===== src/rtl/pipelined_adder.sv =====
`default_nettype none
// =============================================================================
// pipelined_adder : chunked ripple-carry add/sub, one register stage per chunk
// Revision        : 1.0
// =============================================================================
module pipelined_adder #(
  parameter int WIDTH  = 16,
  parameter int STAGES = 4
) (
  input  logic             clk,
  input  logic             rst,
  input  logic             in_valid,
  input  logic [WIDTH-1:0] a,
  input  logic [WIDTH-1:0] b,
  input  logic             cin,
  input  logic             sub,
  output logic             out_valid,
  output logic [WIDTH-1:0] sum,
  output logic             carry,
  output logic             overflow
);

  localparam int CHUNK = WIDTH / STAGES;

  if (WIDTH < 2 || STAGES < 1 || (WIDTH % STAGES) != 0) begin : g_bad_params
    $error("pipelined_adder: WIDTH must be >= 2 and a multiple of STAGES");
  end

  logic [WIDTH-1:0]  w_b_eff;
  logic              w_c0;
  logic              w_v_last;
  logic [STAGES-1:0] r_vp;

  // Subtraction is a + ~b + ~cin, so borrow-in maps onto carry-in inversion.
  assign w_b_eff   = sub ? ~b : b;
  assign w_c0      = cin ^ sub;
  assign out_valid = r_vp[STAGES-1];

  if (STAGES == 1) begin : g_vp_one
    always_ff @(posedge clk or posedge rst) begin
      if (rst) r_vp <= '0;
      else     r_vp <= in_valid;
    end
    assign w_v_last = in_valid;
  end else begin : g_vp_many
    always_ff @(posedge clk or posedge rst) begin
      if (rst) r_vp <= '0;
      else     r_vp <= {r_vp[STAGES-2:0], in_valid};
    end
    assign w_v_last = r_vp[STAGES-2];
  end

  for (genvar j = 0; j < STAGES; j++) begin : g_chunk
    logic [CHUNK-1:0] w_a;
    logic [CHUNK-1:0] w_b;
    logic             w_ci;
    logic [CHUNK:0]   w_add;
    logic             r_co;
    logic [CHUNK-1:0] r_s_out;

    if (j == 0) begin : g_op_direct
      assign w_a  = a[CHUNK-1:0];
      assign w_b  = w_b_eff[CHUNK-1:0];
      assign w_ci = w_c0;
    end else begin : g_op_skew
      // Chunk j waits j cycles so it meets the carry of the same operation.
      logic [CHUNK-1:0] r_a_d [j];
      logic [CHUNK-1:0] r_b_d [j];
      always_ff @(posedge clk or posedge rst) begin
        if (rst) begin
          for (int i = 0; i < j; i++) begin
            r_a_d[i] <= '0;
            r_b_d[i] <= '0;
          end
        end else begin
          r_a_d[0] <= a[j*CHUNK +: CHUNK];
          r_b_d[0] <= w_b_eff[j*CHUNK +: CHUNK];
          for (int i = 1; i < j; i++) begin
            r_a_d[i] <= r_a_d[i-1];
            r_b_d[i] <= r_b_d[i-1];
          end
        end
      end
      assign w_a  = r_a_d[j-1];
      assign w_b  = r_b_d[j-1];
      assign w_ci = g_chunk[j-1].r_co;
    end

    assign w_add = {1'b0, w_a} + {1'b0, w_b} + {{CHUNK{1'b0}}, w_ci};
    assign sum[j*CHUNK +: CHUNK] = r_s_out;

    if (j == STAGES - 1) begin : g_top
      logic r_ovf;
      // Output stage only loads on a valid result, so bubbles leave it intact.
      always_ff @(posedge clk or posedge rst) begin
        if (rst) begin
          r_s_out <= '0;
          r_co    <= 1'b0;
          r_ovf   <= 1'b0;
        end else if (w_v_last) begin
          r_s_out <= w_add[CHUNK-1:0];
          r_co    <= w_add[CHUNK];
          r_ovf   <= (w_a[CHUNK-1] == w_b[CHUNK-1]) && (w_add[CHUNK-1] != w_a[CHUNK-1]);
        end
      end
      assign carry    = r_co;
      assign overflow = r_ovf;
    end else begin : g_mid
      logic [CHUNK-1:0] r_s_d [STAGES-1-j];
      always_ff @(posedge clk or posedge rst) begin
        if (rst) begin
          r_co <= 1'b0;
          for (int i = 0; i < STAGES-1-j; i++) r_s_d[i] <= '0;
        end else begin
          r_co     <= w_add[CHUNK];
          r_s_d[0] <= w_add[CHUNK-1:0];
          for (int i = 1; i < STAGES-1-j; i++) r_s_d[i] <= r_s_d[i-1];
        end
      end
      always_ff @(posedge clk or posedge rst) begin
        if (rst)           r_s_out <= '0;
        else if (w_v_last) r_s_out <= r_s_d[STAGES-2-j];
      end
    end
  end

endmodule
`default_nettype wire


===== config.mk =====
export PLATFORM = sky130hd
export DESIGN_NAME = pipelined_adder
export DESIGN_NICKNAME = d
export VERILOG_FILES = /design/src/rtl/pipelined_adder.sv
export SDC_FILE = /design/constraint.sdc
export NUM_CORES = 1
export LEC_CHECK = 0
export BUFFER_PORTS_ARGS = -buffer_cell sky130_fd_sc_hd__buf_2
export CELL_PAD_IN_SITES_DETAIL_PLACEMENT = 2
export CELL_PAD_IN_SITES_GLOBAL_PLACEMENT = 2
export CORE_ASPECT_RATIO = 0.7
export CORE_UTILIZATION = 42
export CTS_BUF_LIST = sky130_fd_sc_hd__clkbuf_4 sky130_fd_sc_hd__clkbuf_8
export CTS_CLUSTER_SIZE = 10
export DETAILED_ROUTE_END_ITERATION = 12
export PLACE_DENSITY = 0.84
export SLEW_MARGIN = 10
export SYNTH_ARGS = -nofsm -noshare
export SYNTH_HDL_FRONTEND = slang
export SYNTH_SLANG_ARGS = --single-unit

===== constraint.sdc =====
create_clock -name clk -period 3.72 [get_ports clk]
set_input_delay 0.372 -clock clk [delete_from_list [all_inputs] [get_ports clk]]
set_output_delay 0.372 -clock clk [all_outputs]
set_load 0.005 [all_outputs]

# Word level (Yosys, flattened, before mapping)
# Cells that the tools add are included.
# totals
ff_bits	97
output_inout_bits	19
wordCells	42
# op_classes
n_addsub	8
eq_ne	2
n_mux	1
n_bitwise	2
n_reduce_logical	1
# op_table
cell	count
4-bit by 4-bit adder with 5-bit output	4
5-bit by 1-bit adder with 5-bit output	4
16-bit two-way mux	1
16-bit NOT	1
1-bit == test	1
1-bit logical AND	1
1-bit inequality test	1
1-bit bitwise XOR	1

# Depth between registers and ports, before layout
# depth
depth_word	4
mapped_depth	7

# Worst setup path after synthesis
# Ideal clock, no wire load.
# synth_path
path_kind	in2reg
start	in sub
end	reg g_chunk[0].r_co
setup_ns	0.118
arrival_ns	2.065
path_slack_ns	1.537
path_stages	7
path_cell_list	buf_2 -> buf_4 -> xor2_1 -> fa_1 -> fa_1 -> a21o_1 -> a21o_1
# synth_between
elab_chain_cells	3
# synth_rtl
item	line_no	text
from (decl)	16	input logic sub,
16-bit two-way mux	35	assign w_b_eff = sub ? ~b : b;
4-bit by 4-bit adder with 5-bit output	89	assign w_add = {1'b0, w_a} + {1'b0, w_b} + {{CHUNK{1'b0}}, w_ci};
5-bit by 1-bit adder with 5-bit output (*)	89	
net g_chunk[0].w_add[4]	57	logic [CHUNK:0] w_add;
to (signal assigned)	115	r_co <= w_add[CHUNK];
to (decl)	58	logic r_co;
# Mark *: on every way through the listed nets, which the timed path passes. The rest lies on a longest branch.
# A chain may end at the register's enable or synchronous reset.

# Worst setup path in the final report
# Ends and elaborated chain as after synthesis.

==> impl_metrics.yaml <==
power_and_ir_drop:
  netSwitchingPower_uw: 581
  pwr-share-comb: 0.148
  switching_share: 0.257
  powerDensity_nw_per_um2: 581
  clkPwrFrac: 0.266
  p_leak_uw: 0.00187
  p_int_uw: 1680
  peakVddDrop_mv: 0.209
  seq_power_share: 0.587
global_route:
  grt_pass1_vias: 1969
  grtUsageTotal: 0.176
  grt_max_degree: 73
  gr-total-overflow: 0
  grt_pass1_wl_um: 10400
  antenna_found_initial: 0
worst_setup_path:
  worstPathCellList: "buf_2, xor2_1, fa_1, fa_1, a21o_1, a21o_1"
  cp.required_ps: 3960
  r2r-end: "carry"
  cp-start-kind: "input pin"
  rr_worst_depth: 5
  critPathTopFamily: "adder cells"
  worst-path-max-fanout: 17
  endpoint: "g_chunk[0].r_co"
  critical_path_buf_inv_count: 1
  crit_cells: 6
  slowest_stage: "fa_1"
  critPathLaunch: "sub"
  reg2reg_slack_ps: 1770
  cp_slowest_stage_delay_ps: 480
  end_kind: "register"
  worstPathArrival_ps: 2270
  regToRegStartpoint: "g_chunk[2].r_co"
  crit_type: "in -> reg"
routing:
  wl_per_cell_um: 17.3
  vias: 1686
  drc: 0
  first_iter_violations: 27
  drt_wl_total_um: 6220
  drtPass1Iterations: 2
  ant_nets: 0
  vias_per_cell: 4.70
timing:
  fin_setup_tns_ps: 0
  fin_crit_ps: 2030
  relSlewSlack: 0.385
  drv_slew: 0
  rsz0062_at_grt: "no"
  hold_viol_final: 0
  worst_pin_slew_ps: 922
  period_share: 0.545
  setup_violations: 0
  skew_ps: 11.3
  holdWs_ps: 125
  fmax_ghz: 0.493
synthesis:
  synth_warnings: 0
  synth-edff-count: 0
  syn_inst: 194
  synth_nets: 251
  synth_area_um2: 3340
  postSynthAreaPerCell_um2: 17.2
  ys_seq_area_frac: 0.727
  synth_flop_cell: "dfrtp_1"
  ys_ff_latch: 97
  async_flop_share: 1.00
  ys_types: 22
finish:
  drive_above_1_share: 0.337
  layout.nets: 314
  utilization: 0.521
  final_cells: 359
  area_delta_synth_final_pct: 16.7
  mostFrequentLayoutCell: "dfrtp_1"
  diodes: 0
  final_cell_mix: "97 x dfrtp_1, 55 x buf_2, 19 x xor2_1, 14 x mux2_2, 12 x ha_1"
placement:
  dp_hpwl_um: 4610
  gp_congestion: 0.712
  dpl.cell_count: 344
  numPortBuffers: 55
outcome:
  status: "finished clean"
cts:
  cts.clk_slew.worst_paths_ps: 90
  cts_buffers: 9
  cts_resized: 0
  cts_setup_buffers: 0
  cts_root_buf: "clkbuf_8"
  clock-sinks: 97
  clock_path_buffers: 2
  clkLatencyLatePin_ps: 350
  postCtsHoldBufs: 0
  cts_tree: "done"
  htreeDepth: 3
floorplanning:
  die_width_um: 109
  io_pins: 56
  dieArea_um2: 8320
  rows: 26
  die_h_um: 76.6
  initial_utilization: 0.446
  design.core.area_um2: 7480
min_path:
  whs_path_depth: 1
  holdCritPathClass: "in -> reg"
flow_run:
  drv_cap: 0
==> cells by family (layout without fill, tap and decap cells) <==
logic type / Yosys count / count (layout) / share of synthesized area
flops: 97 / 97 / 0.727
xor+xnor: 24 / 24 / 0.0629
fa+ha+maj: 20 / 20 / 0.0929
compound gates: 20 / 20 / 0.0401
mux: 14 / 14 / 0.0472
buf+inv: 10 / 77 / 0.0135
simple gates: 9 / 9 / 0.0165
==> synthesized netlist by cell type, drive strengths merged, types with 2 or more instances <==
master   n  share of area
mux2    14          0.047
nor2     2         0.0022
nor2b    2         0.0037
buf      4         0.0067
o21ai    2         0.0030
fa       8          0.048
a21oi    6         0.0090
inv      6         0.0067
dfrtp   97           0.73
xnor2    5          0.013
ha      12          0.045
a21o     9          0.021
xor2    19          0.050
nand2b   2         0.0037
==> sequential cells by signal (all words and copies together), names as in the netlist <==
name	cells
g_chunk.g_mid.r_s_d	24
g_chunk.r_co	3
g_chunk.w_b	8
g_chunk.g_op_skew.r_a_d	16
overflow	1
g_chunk.g_op_skew.r_b_d	16
r_vp	4
carry	1
g_chunk.r_s_out	16
g_chunk.w_a	8
==> worst register-to-register path, delay by kind of cell (launching register included) <==
family / cells / cell delay, ps
AOI/OAI and AO/OA: 3 / 490
adders and majority gates: 2 / 900
DFF: 1 / 390
==> worst min-delay path by stage <==
stage          slack, ps                             to                      startpoint
3_5_place_dp         340                        r_vp[2]                         r_vp[1]
6_report             130  g_chunk[3].g_op_skew.r_a_d[8]                           a[12]
2_1_floorplan        330      g_chunk[0].g_mid.r_s_d[0]       g_chunk[0].g_mid.r_s_d[4]
4_1_cts              110                        r_vp[0]                        in_valid
5_1_grt              100  g_chunk[3].g_op_skew.r_a_d[8]                           a[12]
3_3_place_gp         330  g_chunk[3].g_op_skew.r_a_d[7]  g_chunk[3].g_op_skew.r_a_d[11]
==> through the flow <==
| step | area, um^2 | power [uW] | setup slack, ps |
|---|---|---|---|
| 6_report | 3900 | 2260 | 1690 |
| 3_3_place_gp | 3720 | 1640 | 1440 |
| 5_1_grt | 3900 | 2400 | 1650 |
| 2_1_floorplan | 3340 | 1510 | 814 |
| 3_5_place_dp | 3720 | 1700 | 1310 |
| 4_1_cts | 3900 | 2310 | 1690 |
==> routing by layer <==
metal,global-route usage,up-vias,routed length (um)
met5,0,-,0
met1,0.205,879,2390
met2,0.313,44,3510
met4,0.0689,0,93
met3,0.0393,7,223
li1,-,756,-
==> area by class of cell <==
type,instances,area (um^2)
Multi-Input combinational cell,87,867
Tap cell,98,123
Timing Repair Buffer,56,283
Fill cell,694,3580
Sequential cell,97,2430
Inverter,6,25.0
Clock inverter,4,28.8
Clock buffer,11,145
==> power groups by stage <==
stage	combinational, uW	clock [uW]	sequential [uW]
final	334	602	1330
after floorplan	188	0	1320
after CTS	347	633	1330
after global routing	375	673	1350
after detailed placement	343	0	1350
after global placement	307	0	1330
Power figures use the tool's default switching activity.
